--- src/rtl/adder_result_buffer.sv ---
// adder_result_buffer
// Capture stage behind carry_lookahead_adder. It takes the WIDTH+1 bit adder
// result under valid/ready and holds it in a DEPTH-entry first-word-fall-through
// FIFO. The oldest entry is shown to the consumer as a sum and a carry bit.
// Optional feature macro: ADDER_CARRY_STATS_EN. It adds a saturating 16-bit
// count of accepted results that have the carry bit set. The port list is the
// same with or without the macro.

module adder_result_buffer #(
   parameter int WIDTH = 16,
   parameter int DEPTH = 4
) (
   input  logic                     clk,
   input  logic                     rst_n,
   input  logic                     i_clear,
   input  logic [WIDTH:0]           i_result,
   input  logic                     i_valid,
   output logic                     o_ready,
   output logic [WIDTH-1:0]         o_sum,
   output logic                     o_carry,
   output logic                     o_valid,
   input  logic                     i_ready,
   output logic [$clog2(DEPTH):0]   o_level,
   output logic [15:0]              o_carry_count
);

   localparam int AW = $clog2(DEPTH);
   localparam int LW = AW + 1;

   logic [WIDTH:0]  r_mem [DEPTH];
   logic [AW-1:0]   r_wr_ptr;
   logic [AW-1:0]   r_rd_ptr;
   logic [LW-1:0]   r_level;

   logic            w_full;
   logic            w_empty;
   logic            w_wr_en;
   logic            w_rd_en;
   logic [WIDTH:0]  w_head;

   // Full and empty come only from the registered occupancy.
   // They never use a pointer comparison, and they have no path from the handshake inputs.
   assign w_full  = (r_level == LW'(DEPTH));
   assign w_empty = (r_level == '0);
   assign w_wr_en = i_valid && !w_full;
   assign w_rd_en = i_ready && !w_empty;

   // Storage array: holds data only. Occupancy tracking decides which entries count as valid.
   always_ff @(posedge clk) begin
      if (w_wr_en && !i_clear) begin
         r_mem[r_wr_ptr] <= i_result;
      end
   end

   // Pointer and occupancy state. A clear takes priority over a write or read in the same cycle.
   always_ff @(posedge clk or negedge rst_n) begin
      if (!rst_n) begin
         r_wr_ptr <= '0;
         r_rd_ptr <= '0;
         r_level  <= '0;
      end else if (i_clear) begin
         r_wr_ptr <= '0;
         r_rd_ptr <= '0;
         r_level  <= '0;
      end else begin
         if (w_wr_en) begin
            r_wr_ptr <= r_wr_ptr + AW'(1);
         end
         if (w_rd_en) begin
            r_rd_ptr <= r_rd_ptr + AW'(1);
         end
         case ({w_wr_en, w_rd_en})
            2'b10:   r_level <= r_level + LW'(1);
            2'b01:   r_level <= r_level - LW'(1);
            default: r_level <= r_level;
         endcase
      end
   end

   assign w_head  = r_mem[r_rd_ptr];
   assign o_ready = !w_full;
   assign o_valid = !w_empty;
   assign o_level = r_level;
   // When the FIFO is empty, the head outputs are forced to zero. This hides the stale contents of the storage array.
   assign o_sum   = w_empty ? '0   : w_head[WIDTH-1:0];
   assign o_carry = w_empty ? 1'b0 : w_head[WIDTH];

`ifdef ADDER_CARRY_STATS_EN
   logic [15:0] r_carry_count;

   // Counts accepted writes whose carry bit is set. The count saturates.
   // A write that lands in a clear cycle is discarded, so it is not counted.
   always_ff @(posedge clk or negedge rst_n) begin
      if (!rst_n) begin
         r_carry_count <= '0;
      end else if (i_clear) begin
         r_carry_count <= '0;
      end else if (w_wr_en && i_result[WIDTH] && (r_carry_count != 16'hFFFF)) begin
         r_carry_count <= r_carry_count + 16'd1;
      end
   end

   assign o_carry_count = r_carry_count;
`else
   assign o_carry_count = 16'h0000;
`endif

endmodule

--- config.mk ---
export PLATFORM = sky130hd
export DESIGN_NAME = adder_result_buffer
export DESIGN_NICKNAME = d
export VERILOG_FILES = /design/src/rtl/adder_result_buffer.sv
export SDC_FILE = /design/constraint.sdc
export NUM_CORES = 1
export LEC_CHECK = 0
export ABC_AREA = 1
export CAP_MARGIN = 20
export CORE_MARGIN = 2
export CORE_UTILIZATION = 55
export CTS_CLUSTER_DIAMETER = 30
export DETAILED_ROUTE_END_ITERATION = 7
export PLACE_DENSITY = 0.91
export SETUP_SLACK_MARGIN = 0.2
export SLEW_MARGIN = 20
export SYNTH_ARGS = -nofsm -noshare
export SYNTH_HDL_FRONTEND = slang
export SYNTH_SLANG_ARGS = --single-unit
--- constraint.sdc ---
create_clock -name clk -period 3.65 [get_ports clk]
set_input_delay 0.365 -clock clk [delete_from_list [all_inputs] [get_ports clk]]
set_output_delay 0.365 -clock clk [all_outputs]
set_load 0.1 [all_outputs]
==> results.tsv, run 1 <==
metric	value	unit
DR WL/cell	15.4	µm
Comb pwr share	0.516	
die height	81.5	µm
H-Tree Depth	3	
max_cap viols	0	
Storage cell area	2220	µm²
gpl congestion	0.860	
reg-to-reg slack, setup	1.57	ns
Post-Synthesis Cells	282	
Clock Skew	0.00206	ns
synthesized area	3310	µm²
crit-path leading delay family	flip-flops	
final layout net count	355	
I/O Pins	60	
unrepaired setup endpoints after global routing	no	
flops & latches, synth	75	
class of the most critical hold timing path	in2async	
Setup crit end kind	output port	
antenna diode count	0	
number of global-route vias before repair	2058	
Clock Sinks	75	
area of the multi-input gates	853	µm²
ANT nets after route	0	
Worst EP required	3.28	ns
P&R area growth vs syn	15.1	%
Cell Pwr Density	858	nW/µm²
Crit path largest cell delay	0.70	ns
Slew @ Worst Pin	0.972	ns
layout cell share with drive strength beyond 1	0.136	
Die X	81.5	µm
number of port buffers	43	
CTS root buf	clkbuf_8	
pin count of the biggest net entering global routing	36	
grt ovf	0	
final WL	6.26	mm
leakage	1.45	nW
cell-internal power	1.56	mW
Clock power frac	0.157	
Reg power frac	0.327	
CP bufs+invs	2	
initial core utilization	0.565	
GRT Util Overall	0.202	
DP Wirelength	4.21	mm
Placeable Area	5850	µm²
CP max-delay cell	dfrtp_1	
switching pwr	1.70	mW
CTS Buffer Depth	2	
Worst-path clk slew	0.07	ns
Pins Over Slew Limit	0	
Yosys warnings	0	
worst IR drop on VDD	0.565	mV
DRC Markers	0	
Worst slew margin	0.350	
DRT Pass-1 Iters	4	
Iter 0 DRT Violations	142	
mean area per synthesized cell	11.7	µm²
first-pass GRT wire length	9.56	mm
RR Endpoint	r_mem[1][14]$_DFFE_PP_	
dpl cells	392	
Setup TNS	0	ns
sequence of cells on the critical path	buf_4 > nor2_1 > nor2_1 > o21ai_0 > a21oi_1 > buf_4	
final std cells w/o fill	407	
Fin. Hold Viols	0	
fin util	0.650	
Hold Buf Count CTS	0	
worst reg2reg startpoint	o_level[0]$_DFFE_PN0P_	
Num CTS Buffers	9	
Max Clock Freq	388	MHz
post-CTS setup buffer count	0	
outcome	completed	
post_cts resized	0	
total power	3.26	mW
routed vias	2099	
Sw Share	0.520	
sequential area share after synthesis	0.671	
Die ar.	6650	µm²
CTS tree	done	
Final Critical Period	2.58	ns
Crit Path Class	reg2out	
CP max FO	22	
fill count	448	
crit path launch type	flip-flop	
via density per instance	5.16	
Arrival @ worst endpoint	2.21	ns
period utilisation layout	0.706	
cells on worst reg2reg path	5	
Setup Viol. Count Final	0	
worst skew pair latency	0.33	ns
# rows	28	
unique cell type count in the Yosys netlist	26	
initial antenna violation count	0	
## per-layer routing
metal  track usage  routed length (µm)  vias up
li1              -                   -     1019
met1         0.236                2600     1001
met2         0.353                3220       77
met3        0.0670                 415        2
met4        0.0627                  32        0
met5             0                   0        -
## cells in the mapped netlist
cell type,number,area share
o21ai_0,35,0.053
clkbuf_8,1,0.0042
xor2_1,1,0.0026
nor2_1,74,0.084
fa_1,1,0.0061
a21oi_2,1,0.0026
edfxtp_1,68,0.62
nand2_1,11,0.012
nand3_1,4,0.0061
inv_4,1,0.0019
inv_1,11,0.012
nand3_2,1,0.0030
buf_2,2,0.0030
o21ai_1,2,0.0030
clkbuf_2,2,0.0030
nand2_2,2,0.0038
inv_2,4,0.0045
ha_1,4,0.015
dfrtp_1,7,0.053
nand4_1,3,0.0057
conb_1,1,0.0011
a21oi_1,19,0.029
nand2_4,3,0.010
nor2_4,1,0.0034
buf_6,6,0.020
buf_4,17,0.039
## worst max path at each step
stage                     depth (start not counted)               endpoint  slack [ns]                     from
after detailed placement                          6  r_mem[1][0]$_DFFE_PP_        1.24                  i_valid
after floorplan                                   5              o_sum[10]        0.11   o_level[0]$_DFFE_PN0P_
final                                             6               o_sum[8]        1.07  r_rd_ptr[0]$_DFFE_PN0P_
after global routing                              6               o_sum[8]        0.91  r_rd_ptr[0]$_DFFE_PN0P_
after CTS                                         6               o_sum[8]        1.06  r_rd_ptr[0]$_DFFE_PN0P_
after global placement                            6  r_mem[1][1]$_DFFE_PP_        1.30                  i_valid
## registers in the layout (all words and copies together) (netlist names)
name      cells
r_mem        68
r_rd_ptr      2
o_level       3
r_wr_ptr      2
## placed cells by master (no fill, tap or decap), types with 7 or more instances in the layout
cell             instances
clkdlybuf4s50_1         26
nand2_1                 11
inv_1                   11
dfrtp_1                  7
nor2_1                  74
edfxtp_1                68
buf_4                   22
conb_1                  16
o21ai_0                 35
clkbuf_8                 9
a21oi_1                 19
## power groups by stage
stage | registers [mW] | clock network [mW] | logic (mW)
2_1_floorplan | 1.14 | 0 | 1.34
3_3_place_gp | 1.08 | 0 | 1.67
3_5_place_dp | 1.08 | 0 | 1.69
4_1_cts | 1.06 | 0.520 | 1.69
5_1_grt | 1.07 | 0.554 | 1.76
6_report | 1.07 | 0.513 | 1.68
## through the flow
stage               setup slack, ns  instance area (µm²)  hold WS (ns)
floorplan                     0.108                 3360        0.0694
global placement               1.30                 3650         0.634
detailed placement             1.24                 3650         0.644
CTS                            1.06                 3800         0.308
global route                  0.909                 3800         0.320
finish                         1.07                 3800         0.306
## kinds of logic after synthesis
logic type	count (synthesis)	share of synthesized area
simple gates	99	0.129
flops	75	0.671
compound gates	57	0.0874
buf+inv	44	0.0882
fa+ha+maj	5	0.0212
xor+xnor	1	0.00265
other cells	1	0.00113
## cell type report
cell class	instances	area share
clock buffers	12	0.0355
clock inverters	3	0.00428
inverters	16	0.0164
multi-input cells	178	0.224
flip-flops and latches	75	0.583
well taps	75	0.0247
repair buffers	48	0.112
Note: power is estimated with default switching activity, not from simulation.
==> run 2, diff against run 1 <==
--- a/config.mk
+++ b/config.mk
@@ -8,10 +8,10 @@
 export ABC_AREA = 1
 export CAP_MARGIN = 20
 export CORE_MARGIN = 2
-export CORE_UTILIZATION = 55
+export CORE_UTILIZATION = 52
 export CTS_CLUSTER_DIAMETER = 30
 export DETAILED_ROUTE_END_ITERATION = 7
-export PLACE_DENSITY = 0.91
+export PLACE_DENSITY = 0.87
 export SETUP_SLACK_MARGIN = 0.2
 export SLEW_MARGIN = 20
 export SYNTH_ARGS = -nofsm -noshare
==> constraint.sdc (replaced) <==
create_clock -name clk -period 2.62 [get_ports clk]
set_input_delay 0.262 -clock clk [delete_from_list [all_inputs] [get_ports clk]]
set_output_delay 0.262 -clock clk [all_outputs]
set_load 0.1 [all_outputs]
==> results.tsv, run 2 (synthesis results as in run 1) <==
metric	value	unit	change
Setup TNS	0	ns	unchanged
Biggest register	r_mem		
Final Critical Period	2.29	ns	
post_cts resized	0		unchanged
most frequent cells in the layout	74 x nor2_1, 68 x edfxtp_1, 35 x o21ai_0		
Final WS setup	0.326	ns	-0.746 ns
pin count of the biggest net entering global routing	36		unchanged
post-CTS setup buffer count	0		unchanged
final WL	6.72	mm	+7.3%
routed vias	2196		+4.6%
Iter 0 DRT Violations	125		-12%
first-pass GRT wire length	10.7	mm	+11%
Largest register FFs	68		unchanged
commonest non-fill, non-tap cell in the layout	nor2_1		
Hold Buf Count CTS	0		unchanged
Slew @ Worst Pin	0.520	ns	-0.452 ns
Worst EP required	2.36	ns	-0.92 ns
Worst-path clk slew	0.08	ns	about the same
reg-to-reg slack, setup	0.68	ns	-0.89 ns
Clock Skew	0.00952	ns	+0.00746 ns
DR WL/cell	16.2	µm	+5.5%
Fin. Hold Viols	0		unchanged
Setup crit end kind	output port		
DP Wirelength	4.41	mm	+4.7%
period utilisation layout	0.876		
CTS root buf	clkbuf_8		
CTS tree	done		
DRT Pass-1 Iters	5		+1
number of global-route vias before repair	2195		+6.7%
Crit path largest cell delay	0.67	ns	-0.03 ns
WHS	0.176	ns	-0.130 ns
Design Area, Final	4310	µm²	+13%
antenna diode count	0		unchanged
CP Depth	5		-1
CP max-delay cell	dfrtp_1		
Max Clock Freq	436	MHz	
Arrival @ worst endpoint	2.03	ns	-0.18 ns
GRT Util Overall	0.204		+0.00221
post-place setup slack	0.581	ns	-0.656 ns
worst IR drop on VDD	1.03	mV	+82%
H-Tree Depth	3		unchanged
number of port buffers	43		unchanged
fin util	0.690		+0.0403
leakage	1.58	nW	+9.0%
layout cell share with drive strength beyond 1	0.237		+0.102
die height	83.7	µm	+2.7%
class of the most critical hold timing path	in2async		
sequence of cells on the critical path	inv_4 > nor2_1 > o21ai_0 > a21oi_4 > buf_12		
I/O Pins	60		unchanged
Die ar.	7010	µm²	+5.5%
fill count	400		-11%
P&R area growth vs syn	30.4	%	
CP bufs+invs	2		unchanged
Worst slew margin	0.654		+0.303
initial antenna violation count	0		unchanged
Num CTS Buffers	9		unchanged
final layout net count	359		+1.1%
Setup Viol. Count Final	0		unchanged
Clock Sinks	75		unchanged
Placeable Area	6240	µm²	+6.7%
DRC Markers	0		unchanged
crit-path leading delay family	flip-flops		
Pins Over Slew Limit	0		unchanged
max_cap viols	0		unchanged
outcome	completed		
CP startpoint	r_rd_ptr[1]$_DFFE_PN0P_		
Crit Path Class	reg2out		
# rows	29		+3.6%
ANT nets after route	0		unchanged
cells on worst reg2reg path	12		+7
CTS Buffer Depth	2		unchanged
grt ovf	0		unchanged
CP max FO	19		-14%
placed instance area	4140	µm²	+13%
gpl congestion	0.781		-9.2%
initial core utilization	0.530		-0.0353
worst reg2reg startpoint	o_level[0]$_DFFE_PN0P_		
RR Endpoint	o_level[2]$_DFFE_PN0P_		
unrepaired setup endpoints after global routing	no		
crit path launch type	flip-flop		
Die X	83.7	µm	+2.7%
via density per instance	5.30		+2.9%
Cell Pwr Density	1250	nW/µm²	+46%
worst skew pair latency	0.36	ns	+0.03 ns
==> run 2: cell count changes in the layout (fill, tap and decap cells not counted), moves of 2 or more <==
| cell | previous run | this run |
|---|---|---|
| buf_12 | 0 | 21 |
| a21oi_1 | 19 | 2 |
| a21oi_4 | 0 | 17 |
| buf_4 | 22 | 10 |
| clkdlybuf4s50_1 | 26 | 21 |
| clkbuf_1 | 3 | 0 |
| dfrtp_1 | 7 | 4 |
| clkinvlp_4 | 0 | 2 |
| dfrtp_2 | 0 | 2 |
| inv_6 | 0 | 2 |
==> run 2: cell type report <==
class,count,area [µm²],area share
clock inverters,7,50.0,0.0116
repair buffers,52,706,0.164
flip-flops and latches,75,2220,0.516
well taps,77,96.3,0.0224
clock buffers,9,124,0.0287
inverters,16,62.6,0.0145
multi-input cells,178,1050,0.243
==> run 2: worst max-delay path by stage <==
stage	end	slack (ns)
2_1_floorplan	o_level[2]$_DFFE_PN0P_	0.22
3_3_place_gp	r_mem[2][11]$_DFFE_PP_	0.63
3_5_place_dp	r_mem[2][11]$_DFFE_PP_	0.58
4_1_cts	o_sum[7]	0.32
5_1_grt	o_sum[7]	0.24
6_report	o_sum[7]	0.33
==> run 2: report_power, final <==
part	switching [mW]	leakage [nW]	total [mW]	internal, mW
clock	0.438	0.0837	0.784	0.346
combinational	2.18	0.791	3.13	0.955
sequential	0.0669	0.705	1.47	1.40
==> run 2: routing by layer <==
layer	part of all wire	GRT usage	up-vias
met2	0.51	0.341	96
met4	0.016	0.0968	0
met5	0	0	-
met1	0.41	0.243	1059
li1	-	-	1031
met3	0.062	0.0613	10
==> run 2: per-stage QoR <==
step / std cells / total power [mW]
4_1_cts: 414 / 5.42
3_5_place_dp: 398 / 4.64
5_1_grt: 414 / 5.57
3_3_place_gp: 398 / 4.58
2_1_floorplan: 297 / 3.72
6_report: 414 / 5.39
==> run 2: worst reg2reg max path, stage by stage (launching register included) <==
cell     delay, ns
dfrtp_4       0.52
nor2_4        0.18
nand2_4       0.09
nand2_4       0.08
inv_2         0.04
nand2_4       0.07
inv_1         0.05
fa_1          0.37
xor2_1        0.20
inv_1         0.06
nand2_1       0.07
nand3_1       0.06
nand2_1       0.07
